File: config.mk
export PLATFORM = sky130hd
export DESIGN_NAME = tx_frame_scheduler_flat
export DESIGN_NICKNAME = d
export VERILOG_FILES = /design/src/rtl/tx_frame_scheduler_if.sv /design/src/rtl/tx_frame_scheduler.sv /design/src/flat_wrapper.sv
export SDC_FILE = /design/constraint.sdc
export NUM_CORES = 1
export LEC_CHECK = 0
export CAP_MARGIN = 20
export CORE_MARGIN = 1
export CORE_UTILIZATION = 38
export CTS_CLUSTER_DIAMETER = 150
export DETAILED_ROUTE_END_ITERATION = 7
export PLACE_DENSITY_LB_ADDON = 0.1
export SKIP_LAST_GASP = 1
export SLEW_MARGIN = 20
export SYNTH_ARGS = -nofsm -noshare
export SYNTH_HDL_FRONTEND = slang
export SYNTH_SLANG_ARGS = --single-unit
export TNS_END_PERCENT = 30
File: constraint.sdc
create_clock -name gtx_clk -period 2.9 [get_ports gtx_clk]
set_input_delay 0.58 -clock gtx_clk [delete_from_list [all_inputs] [get_ports gtx_clk]]
set_output_delay 0.58 -clock gtx_clk [all_outputs]
set_load 0.1 [all_outputs]
File: src/rtl/tx_frame_scheduler_if.sv
// Requester and GMII-side signals of the transmit frame scheduler.
// The master modport is the requester/PHY side; the slave modport is the scheduler.
interface tx_frame_scheduler_if;
  logic       req0;
  logic       req1;
  logic [7:0] data0;
  logic [7:0] data1;
  logic       last0;
  logic       last1;
  logic       gnt0;
  logic       gnt1;
  logic       rd0;
  logic       rd1;
  logic [7:0] TXD;
  logic       TX_EN;
  logic       TX_ER;
  logic       busy;

  modport master (
    output req0, req1, data0, data1, last0, last1,
    input  gnt0, gnt1, rd0, rd1, TXD, TX_EN, TX_ER, busy
  );

  modport slave (
    input  req0, req1, data0, data1, last0, last1,
    output gnt0, gnt1, rd0, rd1, TXD, TX_EN, TX_ER, busy
  );
endinterface

File: src/rtl/tx_frame_scheduler.sv
// Two-requester round-robin GMII frame scheduler: emits preamble, SFD, frame
// bytes (one-cycle latency from rd) and a fixed inter-packet gap.
module tx_frame_scheduler #(
  parameter int PREAMBLE_LEN = 7,
  parameter int IPG_CYCLES   = 11
) (
  input logic                 gtx_clk,
  input logic                 mr_main_reset,
  tx_frame_scheduler_if.slave bus
);

  typedef enum logic [2:0] {
    IDLE,
    PREAMBLE,
    SFD,
    DATA,
    IPG
  } state_e;

  localparam logic [4:0] PRE_RELOAD = 5'(PREAMBLE_LEN - 1);
  localparam logic [4:0] IPG_RELOAD = 5'(IPG_CYCLES - 1);
  localparam logic [7:0] PRE_BYTE   = 8'h55;
  localparam logic [7:0] SFD_BYTE   = 8'hD5;

  state_e     state_q, state_d;
  logic [4:0] cnt_q, cnt_d;
  logic [1:0] gnt_q, gnt_d;
  logic       last_gnt_q, last_gnt_d;
  logic       done_q, done_d;
  logic [7:0] txd_q, txd_d;
  logic       tx_en_q, tx_en_d;
  logic       tx_er_q, tx_er_d;

  logic       req_g;
  logic [7:0] data_g;
  logic       last_g;
  logic       rd_g;
  logic       pick;

  // Mux the granted requester; done_q marks that the frame's final byte (or an
  // underrun) has been taken, so the current DATA cycle is the last one.
  always_comb begin
    req_g  = gnt_q[1] ? bus.req1  : bus.req0;
    data_g = gnt_q[1] ? bus.data1 : bus.data0;
    last_g = gnt_q[1] ? bus.last1 : bus.last0;
    rd_g   = (state_q == SFD) || ((state_q == DATA) && !done_q);
  end

  // last_gnt_q holds the index of the requester granted most recently.
  always_comb begin
    pick = 1'b0;
    if (bus.req0 && bus.req1) begin
      pick = ~last_gnt_q;
    end else if (bus.req1) begin
      pick = 1'b1;
    end
  end

  always_comb begin
    state_d    = state_q;
    cnt_d      = cnt_q;
    gnt_d      = gnt_q;
    last_gnt_d = last_gnt_q;
    done_d     = done_q;
    txd_d      = 8'h00;
    tx_en_d    = 1'b0;
    tx_er_d    = 1'b0;

    case (state_q)
      IDLE: begin
        if (bus.req0 || bus.req1) begin
          state_d    = PREAMBLE;
          cnt_d      = PRE_RELOAD;
          gnt_d      = pick ? 2'b10 : 2'b01;
          last_gnt_d = pick;
          done_d     = 1'b0;
          txd_d      = PRE_BYTE;
          tx_en_d    = 1'b1;
        end
      end

      PREAMBLE: begin
        tx_en_d = 1'b1;
        if (cnt_q == 5'd0) begin
          state_d = SFD;
          txd_d   = SFD_BYTE;
        end else begin
          cnt_d = cnt_q - 5'd1;
          txd_d = PRE_BYTE;
        end
      end

      SFD, DATA: begin
        if (!rd_g) begin
          state_d = IPG;
          cnt_d   = IPG_RELOAD;
          gnt_d   = 2'b00;
          done_d  = 1'b0;
        end else if (!req_g) begin
          // Requester vanished mid-frame: flag one errored byte, then gap.
          state_d = DATA;
          done_d  = 1'b1;
          tx_en_d = 1'b1;
          tx_er_d = 1'b1;
        end else begin
          state_d = DATA;
          done_d  = last_g;
          txd_d   = data_g;
          tx_en_d = 1'b1;
        end
      end

      IPG: begin
        if (cnt_q == 5'd0) begin
          state_d = IDLE;
        end else begin
          cnt_d = cnt_q - 5'd1;
        end
      end

      default: begin
        state_d = IDLE;
        cnt_d   = 5'd0;
        gnt_d   = 2'b00;
        done_d  = 1'b0;
      end
    endcase
  end

  always_ff @(posedge gtx_clk) begin
    if (mr_main_reset) begin
      state_q    <= IDLE;
      cnt_q      <= 5'd0;
      gnt_q      <= 2'b00;
      last_gnt_q <= 1'b1;
      done_q     <= 1'b0;
      txd_q      <= 8'h00;
      tx_en_q    <= 1'b0;
      tx_er_q    <= 1'b0;
    end else begin
      state_q    <= state_d;
      cnt_q      <= cnt_d;
      gnt_q      <= gnt_d;
      last_gnt_q <= last_gnt_d;
      done_q     <= done_d;
      txd_q      <= txd_d;
      tx_en_q    <= tx_en_d;
      tx_er_q    <= tx_er_d;
    end
  end

  assign bus.gnt0  = gnt_q[0];
  assign bus.gnt1  = gnt_q[1];
  assign bus.rd0   = rd_g && gnt_q[0];
  assign bus.rd1   = rd_g && gnt_q[1];
  assign bus.TXD   = txd_q;
  assign bus.TX_EN = tx_en_q;
  assign bus.TX_ER = tx_er_q;
  assign bus.busy  = (state_q != IDLE);

endmodule

File: src/flat_wrapper.sv
// flat-port wrapper written by rule: the top's interface ports become plain ports
module tx_frame_scheduler_flat 
#(
  parameter int PREAMBLE_LEN = 7,
  parameter int IPG_CYCLES   = 11
)
  (gtx_clk, mr_main_reset, bus_req0, bus_req1, bus_data0, bus_data1, bus_last0, bus_last1, bus_gnt0, bus_gnt1, bus_rd0, bus_rd1, bus_TXD, bus_TX_EN, bus_TX_ER, bus_busy);
  tx_frame_scheduler_if bus_i ();
  input logic gtx_clk;
  input logic mr_main_reset;
  input wire logic [$bits(bus_i.req0)-1:0] bus_req0;
  input wire logic [$bits(bus_i.req1)-1:0] bus_req1;
  input wire logic [$bits(bus_i.data0)-1:0] bus_data0;
  input wire logic [$bits(bus_i.data1)-1:0] bus_data1;
  input wire logic [$bits(bus_i.last0)-1:0] bus_last0;
  input wire logic [$bits(bus_i.last1)-1:0] bus_last1;
  output wire logic [$bits(bus_i.gnt0)-1:0] bus_gnt0;
  output wire logic [$bits(bus_i.gnt1)-1:0] bus_gnt1;
  output wire logic [$bits(bus_i.rd0)-1:0] bus_rd0;
  output wire logic [$bits(bus_i.rd1)-1:0] bus_rd1;
  output wire logic [$bits(bus_i.TXD)-1:0] bus_TXD;
  output wire logic [$bits(bus_i.TX_EN)-1:0] bus_TX_EN;
  output wire logic [$bits(bus_i.TX_ER)-1:0] bus_TX_ER;
  output wire logic [$bits(bus_i.busy)-1:0] bus_busy;
  assign bus_i.req0 = bus_req0;
  assign bus_i.req1 = bus_req1;
  assign bus_i.data0 = bus_data0;
  assign bus_i.data1 = bus_data1;
  assign bus_i.last0 = bus_last0;
  assign bus_i.last1 = bus_last1;
  assign bus_gnt0 = bus_i.gnt0;
  assign bus_gnt1 = bus_i.gnt1;
  assign bus_rd0 = bus_i.rd0;
  assign bus_rd1 = bus_i.rd1;
  assign bus_TXD = bus_i.TXD;
  assign bus_TX_EN = bus_i.TX_EN;
  assign bus_TX_ER = bus_i.TX_ER;
  assign bus_busy = bus_i.busy;
  tx_frame_scheduler #(.PREAMBLE_LEN(PREAMBLE_LEN), .IPG_CYCLES(IPG_CYCLES)) u_core (.gtx_clk(gtx_clk), .mr_main_reset(mr_main_reset), .bus(bus_i));
endmodule
==> results_dict.tcl <==
set metrics [dict create \
    row_count 19 \
    rsz0062_at_grt "no" \
    reg2reg_from "u_core.state_q[0]" \
    drive_gt1_share_pct 13.95 \
    maxSlewHeadroom_pct 59.51 \
    pin_count 37 \
    ys_ff_latch 22 \
    io_buffers 36 \
    critPathBufInv 1 \
    cts_tree "built" \
    fmax_mhz 404.1 \
    fin_tns_setup_ps 0 \
    setup_viol 0 \
    cpMaxStageDelayCell "dfxtp_1" \
    finalCriticalPeriod_ps 2475 \
    hold_path.class "flip-flop to flip-flop" \
    maxCapViolCount 0 \
    drtIter0Drc 41 \
    post-route-period-util_pct 85.34 \
    r2r_slack_ps 1050 \
    syn_inst 139 \
    arrival_ps 1890 \
    start_kind "flip-flop" \
    area_growth_pct 33.23 \
    irDropWorstVdd_mv 0.6489 \
    gr-usage-all-layers_pct 18.79 \
    drc 1 \
    crit_path_end_kind "primary output" \
    coreArea_um2 2829 \
    grt_max_degree 20 \
    path_depth 3 \
    numCtsBuffers 3 \
    path_cells "nor2b_1 > and3_1 > buf_4" \
    yosysSeqAreaShare_pct 37.85 \
    syn_area_um2 1164 \
    holdBufCountCts 0 \
    clkTransAtPathRegs_ps 130 \
    hold_violations 0 \
    wl_um 2882 \
    grt_pass1_vias 1140 \
    dieArea_um2 3287 \
    violations "design-rule violations" \
    r2r_end "u_core.cnt_q[1]" \
    via_per_inst 5.660 \
    path_max_fanout 17 \
    avgSynthCellArea_um2 8.371 \
    clock-sinks 22 \
    cts-htree-levels 1 \
    place.gp.congestion 0.8930 \
    holdWs_ps 504.8 \
    ff_latch_area_um2 440.4 \
    rr_worst_depth 4 \
    synth-async-reset-ratio_pct 0 \
    cts-root-buf "clkbuf_4" \
    post_cts_buffers 0 \
    nNetsFinal 196 \
    antenna_found_initial 0 \
    ys_dominant_reg_cell "dfxtp_1" \
    crit_path_start "u_core.state_q[1]" \
    slew_violations 0 \
    leakage_uw 0.0006040 \
    clock_latency_ps 320 \
    nFillCells 271 \
    p_per_area_nw_per_um2 1102 \
    skew_ps 6.036 \
    wire_per_inst_um 14.20 \
    status "complete, but fails checks" \
    fin_util_pct 54.80 \
    syn-num-nets 162 \
    dp_hpwl_um 2183 \
    start_util_pct 41.13 \
    synth_edf_count 0 \
    cp.required_ps 2320 \
    diodes 0 \
    grt_overflow 0 \
    fp.dieH_um 57.34 \
    grt_pass1_wl_um 4761 \
    worstMarginPinSlew_ps 605.4 \
    dr_total_vias 1149 \
    crit_family "flip-flops" \
    cp-endpoint "bus_rd1" \
    first_pass_iters 6 \
    dieWidth_um 57.34 \
    max_stage_delay_ps 690 \
    ant_nets 0 \
    cts_resized 0 \
    clock_path_buffers 2 \
    yosys_warnings 0 \
    critical_path_class "flip-flop to primary output" \
    multi_input_area_um2 661.9 \
    ys_types 43 \
]
==> how the worst min path moves through the flow <==
stage | startpoint | endpoint | slack (ps) | depth (start not counted)
floorplan | u_core.cnt_q[4] | u_core.cnt_q[4] | 460 | 2
global placement | u_core.cnt_q[4] | u_core.cnt_q[4] | 480 | 2
detailed placement | u_core.cnt_q[4] | u_core.cnt_q[4] | 490 | 2
CTS | u_core.cnt_q[4] | u_core.cnt_q[4] | 510 | 2
global route | u_core.gnt_q[0] | u_core.gnt_q[0] | 530 | 2
finish | u_core.cnt_q[4] | u_core.cnt_q[4] | 500 | 2
==> stage by stage <==
step	std cells	cell area, µm²	total power (µW)	worst slack [ps]
floorplan	139	1164	1258	48.47
global placement	199	1498	1465	619.6
detailed placement	199	1498	1462	564.9
CTS	203	1550	1712	421.2
global route	203	1550	1811	283.7
finish	203	1550	1708	425.3
==> sequential cells by signal, summed over array words and instances, names as in the netlist <==
signal and cells:
u_core.bus.TX_ER 1, u_core.bus.TXD 8, u_core.gnt_q 2, u_core.cnt_q 5, u_core.bus.TX_EN 1, u_core.last_gnt_q 1
u_core.done_q 1, u_core.state_q 3
==> metal layers <==
metal | vias to the layer above | routed length [µm] | global-route usage (%)
met5 | - | 0 | 0
met3 | 5 | 141 | 3.175
li1 | 580 | - | -
met4 | 0 | 49 | 8.362
met2 | 33 | 1385 | 31.93
met1 | 531 | 1305 | 23.40
==> cell usage after synthesis (2+ instances only) <==
master | n | area (µm²)
dfxtp_1 | 22 | 440.4
nor2_1 | 13 | 48.80
a21oi_1 | 11 | 55.05
nand2_1 | 8 | 30.03
inv_1 | 7 | 26.28
o21ai_0 | 7 | 35.03
mux2i_1 | 6 | 60.06
nor2b_1 | 5 | 31.28
nor3_1 | 5 | 25.02
buf_2 | 4 | 20.02
nor3b_1 | 4 | 30.03
o22ai_1 | 4 | 25.02
a31oi_1 | 3 | 18.77
and3_1 | 3 | 18.77
a32oi_1 | 2 | 17.52
and2_1 | 2 | 12.51
buf_1 | 2 | 7.510
clkbuf_1 | 2 | 7.510
nand2b_1 | 2 | 12.51
nand3_1 | 2 | 10.01
o2111ai_1 | 2 | 17.52
o21a_1 | 2 | 15.01
==> cells in the final DEF (no fill, tap or decap), types with 2 or more instances in the layout <==
master / netlist / routed
nor3_1: 5 / 5
and2_1: 2 / 2
and3_1: 3 / 3
clkbuf_4: 0 / 3
a32oi_1: 2 / 2
nand2_1: 8 / 8
nor3b_1: 4 / 4
mux2i_1: 6 / 6
o21a_1: 2 / 2
o22ai_1: 4 / 4
nand3_1: 2 / 2
dfxtp_1: 22 / 22
nor2_1: 13 / 13
a31oi_1: 3 / 3
nor2b_1: 5 / 5
clkdlybuf4s50_1: 0 / 21
nand2b_1: 2 / 2
a21oi_1: 11 / 11
o2111ai_1: 2 / 2
inv_1: 7 / 7
buf_4: 0 / 16
o21ai_0: 7 / 7
==> power breakdown <==
group / leakage [µW] / switching (µW) / internal, µW
sequential: 0.000181 / 103 / 383
clock: 0.0000279 / 105 / 140
combinational: 0.000395 / 662 / 316
total: 0.000604 / 869 / 839
==> worst reg2reg max path, delay by kind of cell (launching register included) <==
kind	cells	cell delay, ps
and+or+nand+nor	2	420
AOI/OAI and AO/OA	2	620
DFF	1	720
==> layout make-up <==
type / count / area share (%)
clock buffers: 3 / 1.453
clock inverters: 1 / 1.937
inverters: 7 / 1.695
multi-input cells: 102 / 42.70
flip-flops and latches: 22 / 28.41
well taps: 31 / 2.502
repair buffers: 37 / 21.31
==> kinds of logic (layout without fill, tap and decap cells) <==
| family | after synthesis | count (layout) | share of synthesized area, % |
|---|---|---|---|
| xor gates and xnor gates | 1 | 1 | 0.7528 |
| DFF | 22 | 22 | 37.85 |
| buffers and inverters | 15 | 48 | 5.270 |
| adders and majority gates | 1 | 1 | 1.075 |
| muxes | 6 | 6 | 5.161 |
| and+or+nand+nor | 49 | 49 | 23.44 |
| AOI/OAI and AO/OA | 45 | 45 | 26.45 |
Power figures use the tool's default switching activity.
